**config.mk**
```make
export PLATFORM = sky130hd
export DESIGN_NAME = parking_sensor_conditioner_flat
export DESIGN_NICKNAME = d
export VERILOG_FILES = /design/src/rtl/parking_sensor_conditioner_if.sv /design/src/rtl/parking_sensor_conditioner.sv /design/src/flat_wrapper.sv
export SDC_FILE = /design/constraint.sdc
export NUM_CORES = 1
export LEC_CHECK = 0
export CORE_MARGIN = 5
export CORE_UTILIZATION = 33
export CTS_BUF_LIST = sky130_fd_sc_hd__clkbuf_16
export CTS_CLUSTER_SIZE = 30
export DETAILED_ROUTE_END_ITERATION = 8
export HOLD_SLACK_MARGIN = 0.15
export PLACE_DENSITY = 0.51
export REMOVE_ABC_BUFFERS = 1
export SYNTH_ARGS = -nofsm -noshare
export SYNTH_HDL_FRONTEND = slang
export SYNTH_SLANG_ARGS = --single-unit
export TNS_END_PERCENT = 5
```
**constraint.sdc**
```tcl
create_clock -name clk -period 1.9 [get_ports clk]
set_input_delay 0.38 -clock clk [delete_from_list [all_inputs] [get_ports clk]]
set_output_delay 0.38 -clock clk [all_outputs]
set_load 0.05 [all_outputs]
```
**src/rtl/parking_sensor_conditioner_if.sv**
```systemverilog
// Signal bundle between the raw beam sensors / error-clear source and the
// conditioner that feeds clean levels and occupancy to the gate FSM.
interface parking_sensor_conditioner_if #(
  parameter int CNT_W = 4
);
  logic             raw_enterance;
  logic             raw_exit;
  logic             raw_depart;
  logic             err_clr;
  logic             sensor_enterance;
  logic             sensor_exit;
  logic             arrive_pulse;
  logic             depart_pulse;
  logic [CNT_W-1:0] occupancy;
  logic             lot_full;
  logic             lot_empty;
  logic             overflow_err;
  logic             underflow_err;

  modport master (
    output raw_enterance, raw_exit, raw_depart, err_clr,
    input  sensor_enterance, sensor_exit, arrive_pulse, depart_pulse,
    input  occupancy, lot_full, lot_empty, overflow_err, underflow_err
  );

  modport slave (
    input  raw_enterance, raw_exit, raw_depart, err_clr,
    output sensor_enterance, sensor_exit, arrive_pulse, depart_pulse,
    output occupancy, lot_full, lot_empty, overflow_err, underflow_err
  );
endinterface

```
**src/rtl/parking_sensor_conditioner.sv**
```systemverilog
// Synchronises and debounces the approach, pass-through and lot-exit beams,
// and keeps a saturating lot occupancy count with sticky over/underflow flags.
module parking_sensor_conditioner #(
  parameter int DEBOUNCE_CYCLES = 4,
  parameter int CAPACITY        = 8,
  parameter int CNT_W           = 4
) (
  input  logic                         clk,
  input  logic                         reset,
  parking_sensor_conditioner_if.slave  bus
);
  localparam int               DW       = $clog2(DEBOUNCE_CYCLES) + 1;
  localparam logic [DW-1:0]    CNT_LAST = DW'(DEBOUNCE_CYCLES - 1);
  localparam logic [CNT_W-1:0] OCC_MAX  = CNT_W'(CAPACITY);

  // Channel order: 0 = approach, 1 = pass-through, 2 = lot-exit.
  logic [2:0] raw;
  logic [2:0] deb_lvl;
  logic [2:0] rise;

  assign raw = {bus.raw_depart, bus.raw_exit, bus.raw_enterance};

  for (genvar gi = 0; gi < 3; gi++) begin : g_chan
    logic          s1_q;
    logic          s2_q;
    logic          deb_q;
    logic          deb_d;
    logic          deb_dly_q;
    logic [DW-1:0] cnt_q;
    logic [DW-1:0] cnt_d;

    // A return to the current level before the count completes restarts it.
    always_comb begin
      deb_d = deb_q;
      cnt_d = cnt_q + DW'(1);
      if (s2_q == deb_q) begin
        cnt_d = '0;
      end else if (cnt_q == CNT_LAST) begin
        deb_d = s2_q;
        cnt_d = '0;
      end
    end

    always_ff @(posedge clk or negedge reset) begin
      if (!reset) begin
        s1_q      <= 1'b0;
        s2_q      <= 1'b0;
        deb_q     <= 1'b0;
        deb_dly_q <= 1'b0;
        cnt_q     <= '0;
      end else begin
        s1_q      <= raw[gi];
        s2_q      <= s1_q;
        deb_q     <= deb_d;
        deb_dly_q <= deb_q;
        cnt_q     <= cnt_d;
      end
    end

    assign deb_lvl[gi] = deb_q;
    assign rise[gi]    = deb_q & ~deb_dly_q;
  end

  logic [CNT_W-1:0] occ_q;
  logic [CNT_W-1:0] occ_d;
  logic             ovf_q;
  logic             ovf_d;
  logic             unf_q;
  logic             unf_d;
  logic             arrive;
  logic             depart;
  logic             lot_full;
  logic             lot_empty;

  assign arrive    = rise[1];
  assign depart    = rise[2];
  assign lot_full  = (occ_q == OCC_MAX);
  assign lot_empty = (occ_q == '0);

  // Simultaneous arrival and departure cancel; a new error wins over err_clr.
  always_comb begin
    occ_d = occ_q;
    ovf_d = ovf_q & ~bus.err_clr;
    unf_d = unf_q & ~bus.err_clr;
    if (arrive && !depart) begin
      if (lot_full) ovf_d = 1'b1;
      else          occ_d = occ_q + CNT_W'(1);
    end else if (depart && !arrive) begin
      if (lot_empty) unf_d = 1'b1;
      else           occ_d = occ_q - CNT_W'(1);
    end
  end

  always_ff @(posedge clk or negedge reset) begin
    if (!reset) begin
      occ_q <= '0;
      ovf_q <= 1'b0;
      unf_q <= 1'b0;
    end else begin
      occ_q <= occ_d;
      ovf_q <= ovf_d;
      unf_q <= unf_d;
    end
  end

  assign bus.sensor_enterance = deb_lvl[0] & ~lot_full;
  assign bus.sensor_exit      = deb_lvl[1];
  assign bus.arrive_pulse     = arrive;
  assign bus.depart_pulse     = depart;
  assign bus.occupancy        = occ_q;
  assign bus.lot_full         = lot_full;
  assign bus.lot_empty        = lot_empty;
  assign bus.overflow_err     = ovf_q;
  assign bus.underflow_err    = unf_q;
endmodule

```
**src/flat_wrapper.sv**
```systemverilog
// flat-port wrapper written by rule: the top's interface ports become plain ports
module parking_sensor_conditioner_flat 
#(
  parameter int DEBOUNCE_CYCLES = 4,
  parameter int CAPACITY        = 8,
  parameter int CNT_W           = 4
)
  (clk, reset, bus_raw_enterance, bus_raw_exit, bus_raw_depart, bus_err_clr, bus_sensor_enterance, bus_sensor_exit, bus_arrive_pulse, bus_depart_pulse, bus_occupancy, bus_lot_full, bus_lot_empty, bus_overflow_err, bus_underflow_err);
  parking_sensor_conditioner_if #(.CNT_W(CNT_W)) bus_i ();
  input  logic clk;
  input  logic reset;
  input wire logic [$bits(bus_i.raw_enterance)-1:0] bus_raw_enterance;
  input wire logic [$bits(bus_i.raw_exit)-1:0] bus_raw_exit;
  input wire logic [$bits(bus_i.raw_depart)-1:0] bus_raw_depart;
  input wire logic [$bits(bus_i.err_clr)-1:0] bus_err_clr;
  output wire logic [$bits(bus_i.sensor_enterance)-1:0] bus_sensor_enterance;
  output wire logic [$bits(bus_i.sensor_exit)-1:0] bus_sensor_exit;
  output wire logic [$bits(bus_i.arrive_pulse)-1:0] bus_arrive_pulse;
  output wire logic [$bits(bus_i.depart_pulse)-1:0] bus_depart_pulse;
  output wire logic [$bits(bus_i.occupancy)-1:0] bus_occupancy;
  output wire logic [$bits(bus_i.lot_full)-1:0] bus_lot_full;
  output wire logic [$bits(bus_i.lot_empty)-1:0] bus_lot_empty;
  output wire logic [$bits(bus_i.overflow_err)-1:0] bus_overflow_err;
  output wire logic [$bits(bus_i.underflow_err)-1:0] bus_underflow_err;
  assign bus_i.raw_enterance = bus_raw_enterance;
  assign bus_i.raw_exit = bus_raw_exit;
  assign bus_i.raw_depart = bus_raw_depart;
  assign bus_i.err_clr = bus_err_clr;
  assign bus_sensor_enterance = bus_i.sensor_enterance;
  assign bus_sensor_exit = bus_i.sensor_exit;
  assign bus_arrive_pulse = bus_i.arrive_pulse;
  assign bus_depart_pulse = bus_i.depart_pulse;
  assign bus_occupancy = bus_i.occupancy;
  assign bus_lot_full = bus_i.lot_full;
  assign bus_lot_empty = bus_i.lot_empty;
  assign bus_overflow_err = bus_i.overflow_err;
  assign bus_underflow_err = bus_i.underflow_err;
  parking_sensor_conditioner #(.DEBOUNCE_CYCLES(DEBOUNCE_CYCLES), .CAPACITY(CAPACITY), .CNT_W(CNT_W)) u_core (.clk(clk), .reset(reset), .bus(bus_i));
endmodule
```
# [Yosys cells after proc, flatten, opt, wreduce, memory -nomap -nowiden]
# Index checks and enable logic that the tools add are counted.
[totals] register_bits=26
[classes] n_eq_ne=9 n_bitwise=12 n_mux=15 addsub=5 reduce_logical=10
[ops] cell="two-way mux 3 bit" n=6
[ops] cell="two-way mux 4 bit" n=4
[ops] cell="adder 3 x 1 -> 3 bit, second input constant" n=3
[ops] cell="equality test 3 x 2 -> 1 bit, second input constant" n=3
[ops] cell="NOT 1 bit" n=7
[ops] cell="AND reduction 2 bit" n=3
[ops] cell="AND 1 bit" n=5
[ops] cell="two-way mux 1 bit" n=5
[ops] cell="adder 4 x 1 -> 4 bit, second input constant" n=1
[ops] cell="equality test 4 bit, second input constant" n=1
[ops] cell="zero test 4 bit" n=1
[ops] cell="subtractor 4 x 1 -> 4 bit, second input constant" n=1
[ops] cell="equality test 1 bit" n=3
[ops] cell="AND reduction 3 bit" n=1
[ops] cell="logical AND 1 bit" n=2
[ops] cell="zero test 1 bit" n=2
[ops] cell="inequality test 2 x 1 -> 1 bit, second input constant" n=1
[ops] cell="inequality test 2 bit, second input constant" n=1
[ops] cell="nonzero test 2 bit" n=1

# [Logic depth before layout (Yosys ltp)]
[logic_depth] depth_word=6 mapped_depth=9

# [Worst setup path before layout]
# Ideal clock, no wire load.
[synth_timing] path_kind="reg2reg" from="register u_core.occ_q[0] (netlist: u_core.bus.occupancy[0])" to="register u_core.unf_q (netlist: u_core.bus.underflow_err)" path_slack_ns=-0.794 arrival_time_ns=2.621 path_buffers=0 path_stages_with_launch=3 setup_time_ns=0.073 path_cell_list="dfrtp_1 nor4_1 a32o_1"
[synth_between] elab_chain_cells=4
[synth_rtl] element="start, declared" line="parking_sensor_conditioner.sv:64" text="logic [CNT_W-1:0] occ_q;"
[synth_rtl] element="start signal, assigned" line="parking_sensor_conditioner.sv:96" text="occ_q <= '0;"
[synth_rtl] element="start signal, assigned" line="parking_sensor_conditioner.sv:100" text="occ_q <= occ_d;"
[synth_rtl] element="zero test 4 bit" line="parking_sensor_conditioner.sv:78" text="assign lot_empty = (occ_q == '0);"
[synth_rtl] element="via bus_lot_empty" line="flat_wrapper.sv:22" text="output wire logic [$bits(bus_i.lot_empty)-1:0] bus_lot_empty;"
[synth_rtl] element="two-way mux 1 bit" line="parking_sensor_conditioner.sv:89" text="if (lot_empty) unf_d = 1'b1;"
[synth_rtl] element="two-way mux 1 bit" line="parking_sensor_conditioner.sv:88" text="end else if (depart && !arrive) begin"
[synth_rtl] element="two-way mux 1 bit" line="parking_sensor_conditioner.sv:85" text="if (arrive && !depart) begin"
[synth_rtl] element="via u_core.unf_d" line="parking_sensor_conditioner.sv:69" text="logic unf_d;"
[synth_rtl] element="end signal, assigned" line="parking_sensor_conditioner.sv:102" text="unf_q <= unf_d;"
[synth_rtl] element="end, declared" line="parking_sensor_conditioner.sv:68" text="logic unf_q;"
# The timed path passes the listed nets, and every way through them passes these cells.
# A chain may end at the register's enable or synchronous reset.

# [Worst setup path in the final report]
[layout_timing] from="register u_core.occ_q[2] (netlist: u_core.bus.occupancy[2])" to="output bus_sensor_enterance"
[layout_between] elab_chain_cells=3
[layout_rtl] element="equality test 4 bit" line="parking_sensor_conditioner.sv:77" text="assign lot_full = (occ_q == OCC_MAX);"
[layout_rtl] element="NOT 1 bit" line="parking_sensor_conditioner.sv:106" text="assign bus.sensor_enterance = deb_lvl[0] & ~lot_full;"
[layout_rtl] element="AND 1 bit" line="parking_sensor_conditioner.sv:106"
[layout_rtl] element="end, declared" line="flat_wrapper.sv:16" text="output wire logic [$bits(bus_i.sensor_enterance)-1:0] bus_sensor_enterance;"
# Every way passes these cells.

==> flow_summary.yaml <==
synth:
  synth_top_area_share: 0.606
  synth_area_leader_cell: "dfrtp_1"
  yosysWarnings: 0
  ys_seq_area_frac: 0.606
  yosysUniqueCellTypes: 23
  avgSynthCellArea_sq_um: 13.6
  synth_area_sq_mm: 0.00107
  syn_inst: 79
  yosys_register_bits: 26
  synth_area_leaders: "dfrtp_1 61%, ha_1 8.2%, xnor2_1 4.9%, nor3b_1 3.5%, mux2_2 3.1%"
die:
  rows: 20
  die_h_microns: 67.0
  fp.coreArea_sq_mm: 0.00308
  num_io_pins: 18
  fp.dieW_microns: 67.0
  die-area_sq_mm: 0.00449
  start_util: 0.349
timing:
  slew_violations: 0
  fin_ws_ns: 0.0971
  fmax_mhz: 555
  setup_viol: 0
  min_period_ns: 1.80
  fin_skew_ns: 0.00171
  hold_ws_ns: 0.349
  final_hold_viol_count: 0
  rsz0062_at_grt: "yes"
  worst-slew-pin-transition_ns: 0.498
  setup_tns_ns: 0
  timing.final.crit_share: 0.949
  relSlewSlack: 0.667
worst_hold_path:
  worst_hold_path.num_cells: 0
  min_to: "u_core.g_chan[1].s2_q"
  worstHoldStart: "u_core.g_chan[1].s1_q"
  hold_class: "reg -> reg"
setup_path:
  reg2regPathDepth: 8
  crit_type: "reg -> out"
  critPathCaptureType: "output port"
  cp_slowest_cell: "dfrtp_1"
  critPathMaxFanout: 5
  cp_data_arrival_time_ns: 1.42
  timing.rr.start: "u_core.g_chan[1].deb_dly_q"
  start_kind: "flop"
  reg2reg_to: "u_core.bus.occupancy[2]"
  cpPeakStageDelay_ns: 0.49
  cp_cell_sequence: "nor3_4 -> and2_2 -> nor2b_1 -> buf_12"
  crit_required_ns: 1.52
  r2r_slack_ns: 0.15
clocking:
  cts_resized: 1
  htreeDepth: 1
  clkTransAtPathRegs_ns: 0.06
  cts_hold_buf: 0
  root_buffer: "clkbuf_16"
  cts.sinks: 26
  post_cts_buffers: 0
  ctsLongestPathBuffers: 2
  cts-buffers-inserted: 3
  clock_latency_ns: 0.26
  cts_tree: "built"
power:
  switchingPower_uw: 1140
  total_leakage_power_uw: 0.000671
  p_comb_frac: 0.492
  power_frac_seq: 0.302
  ir_drop_uv: 619
  finalPower_uw: 2910
  clock_power_share: 0.206
  swShare: 0.394
  p_int_uw: 1760
  p_per_area_mw_per_mm2: 1970
finish:
  drive_gt1_frac: 0.286
  insertedDiodeCount: 0
  layout_commonest_cell: "dfrtp_1"
  fillers: 289
  seq_area_sq_um: 653
  nNetsFinal: 120
  multi_input_area_sq_um: 430
  fin_cells: 149
  most-common-layout-cells: "24 x dfrtp_1, 12 x buf_4, 7 x clkdlybuf4s50_1"
  area_growth_syn_to_layout_pct: 37.8
global_routing:
  grt_max_degree: 27
  antenna_found_initial: 0
  overflow: 0
  track_usage: 0.0902
  first_global_vias: 671
  grt_pass1_wl_mm: 3.01
routing:
  first_pass_iters: 4
  ant_nets: 0
  wirelength_mm: 1.67
  first_iter_violations: 17
  wl_per_cell_microns: 11.2
  routed_via_density: 4.35
  drc_errors: 0
  via_count: 648
run_status:
  outcome: "finished clean"
placement:
  dpl.cell_count: 145
  dpl.hpwl_mm: 1.32
  preCtsSetupSlack_ns: 0.0884
  globalplace.congestion: 0.776
  io_buffers: 17
flow_run:
  drv_cap: 0
-- power groups by stage --
stage / sequential, uW / combinational (uW) / clock, uW
after floorplan: 1060 / 759 / 0
after global placement: 867 / 1400 / 0
final: 879 / 1430 / 598
after global routing: 907 / 1560 / 646
after detailed placement: 872 / 1400 / 0
after CTS: 872 / 1410 / 623
-- registers in the layout, summed over array words and instances (netlist names) --
register / count
u_core.bus.underflow_err: 1
u_core.bus.occupancy: 4
u_core.g_chan.deb_dly_q: 2
u_core.g_chan.deb_q: 2
u_core.bus.sensor_exit: 1
u_core.g_chan.s2_q: 3
u_core.g_chan.cnt_q: 9
u_core.g_chan.s1_q: 3
u_core.bus.overflow_err: 1
-- layer usage --
| metal | vias to the layer above | wire length [microns] | GRT usage |
|---|---|---|---|
| met2 | 10 | 816 | 0.139 |
| li1 | 323 | - | - |
| met1 | 313 | 761 | 0.111 |
| met5 | - | 0 | 0 |
| met4 | 0 | 9 | 0.0532 |
| met3 | 2 | 80 | 0.0253 |
-- worst max-delay path, delay by kind of cell, from the launching register on --
| kind | cells | cell delay (ns) |
|---|---|---|
| buf+inv | 1 | 0.17 |
| simple gates | 3 | 0.50 |
| flops | 1 | 0.49 |
-- cells in the mapped netlist --
master / n
dfrtp_1: 26
ha_1: 7
xnor2_1: 6
nor2b_1: 5
nor3b_1: 5
inv_1: 4
a21oi_1: 3
mux2_2: 3
nand2_1: 3
nor3_1: 3
nand2b_1: 2
a21oi_4: 1
a22o_1: 1
a32o_1: 1
and2_2: 1
and3_1: 1
fa_1: 1
nand3_1: 1
nor2_1: 1
nor3_2: 1
nor4_1: 1
o21ai_2: 1
xor2_1: 1
-- worst max-delay path by stage --
stage	slack, ns	end	from	depth (start not counted)
after global routing	-0.002	bus_sensor_enterance	u_core.bus.occupancy[2]	4
final	0.1	bus_sensor_enterance	u_core.bus.occupancy[2]	4
after detailed placement	0.09	u_core.bus.occupancy[3]	u_core.g_chan[1].deb_dly_q	9
after CTS	0.03	bus_sensor_enterance	u_core.bus.occupancy[0]	4
after global placement	0.14	u_core.bus.occupancy[3]	u_core.g_chan[1].deb_dly_q	9
after floorplan	-0.79	u_core.bus.underflow_err	u_core.bus.occupancy[0]	2
-- kinds of logic after synthesis --
kind of cell / synth area share
AOI/OAI and AO/OA: 0.0548
and+or+nand+nor: 0.136
muxes: 0.0315
adders and majority gates: 0.100
buffers and inverters: 0.0140
xor gates and xnor gates: 0.0571
DFF: 0.606
-- metrics by stage --
| step | utilization | instance area (sq um) |
|---|---|---|
| floorplan | - | 1070 |
| global placement | 0.438 | 1350 |
| detailed placement | 0.438 | 1350 |
| CTS | 0.474 | 1460 |
| global route | 0.480 | 1480 |
| finish | 0.480 | 1480 |
-- cell type report --
type	count	area share
multi-input combinational	49	0.291
clock buffer	3	0.0508
inverter	4	0.0102
timing repair buffer	22	0.149
sequential	26	0.442
clock inverter	1	0.0203
tap	44	0.0372
(Power assumes the default switching activity.)
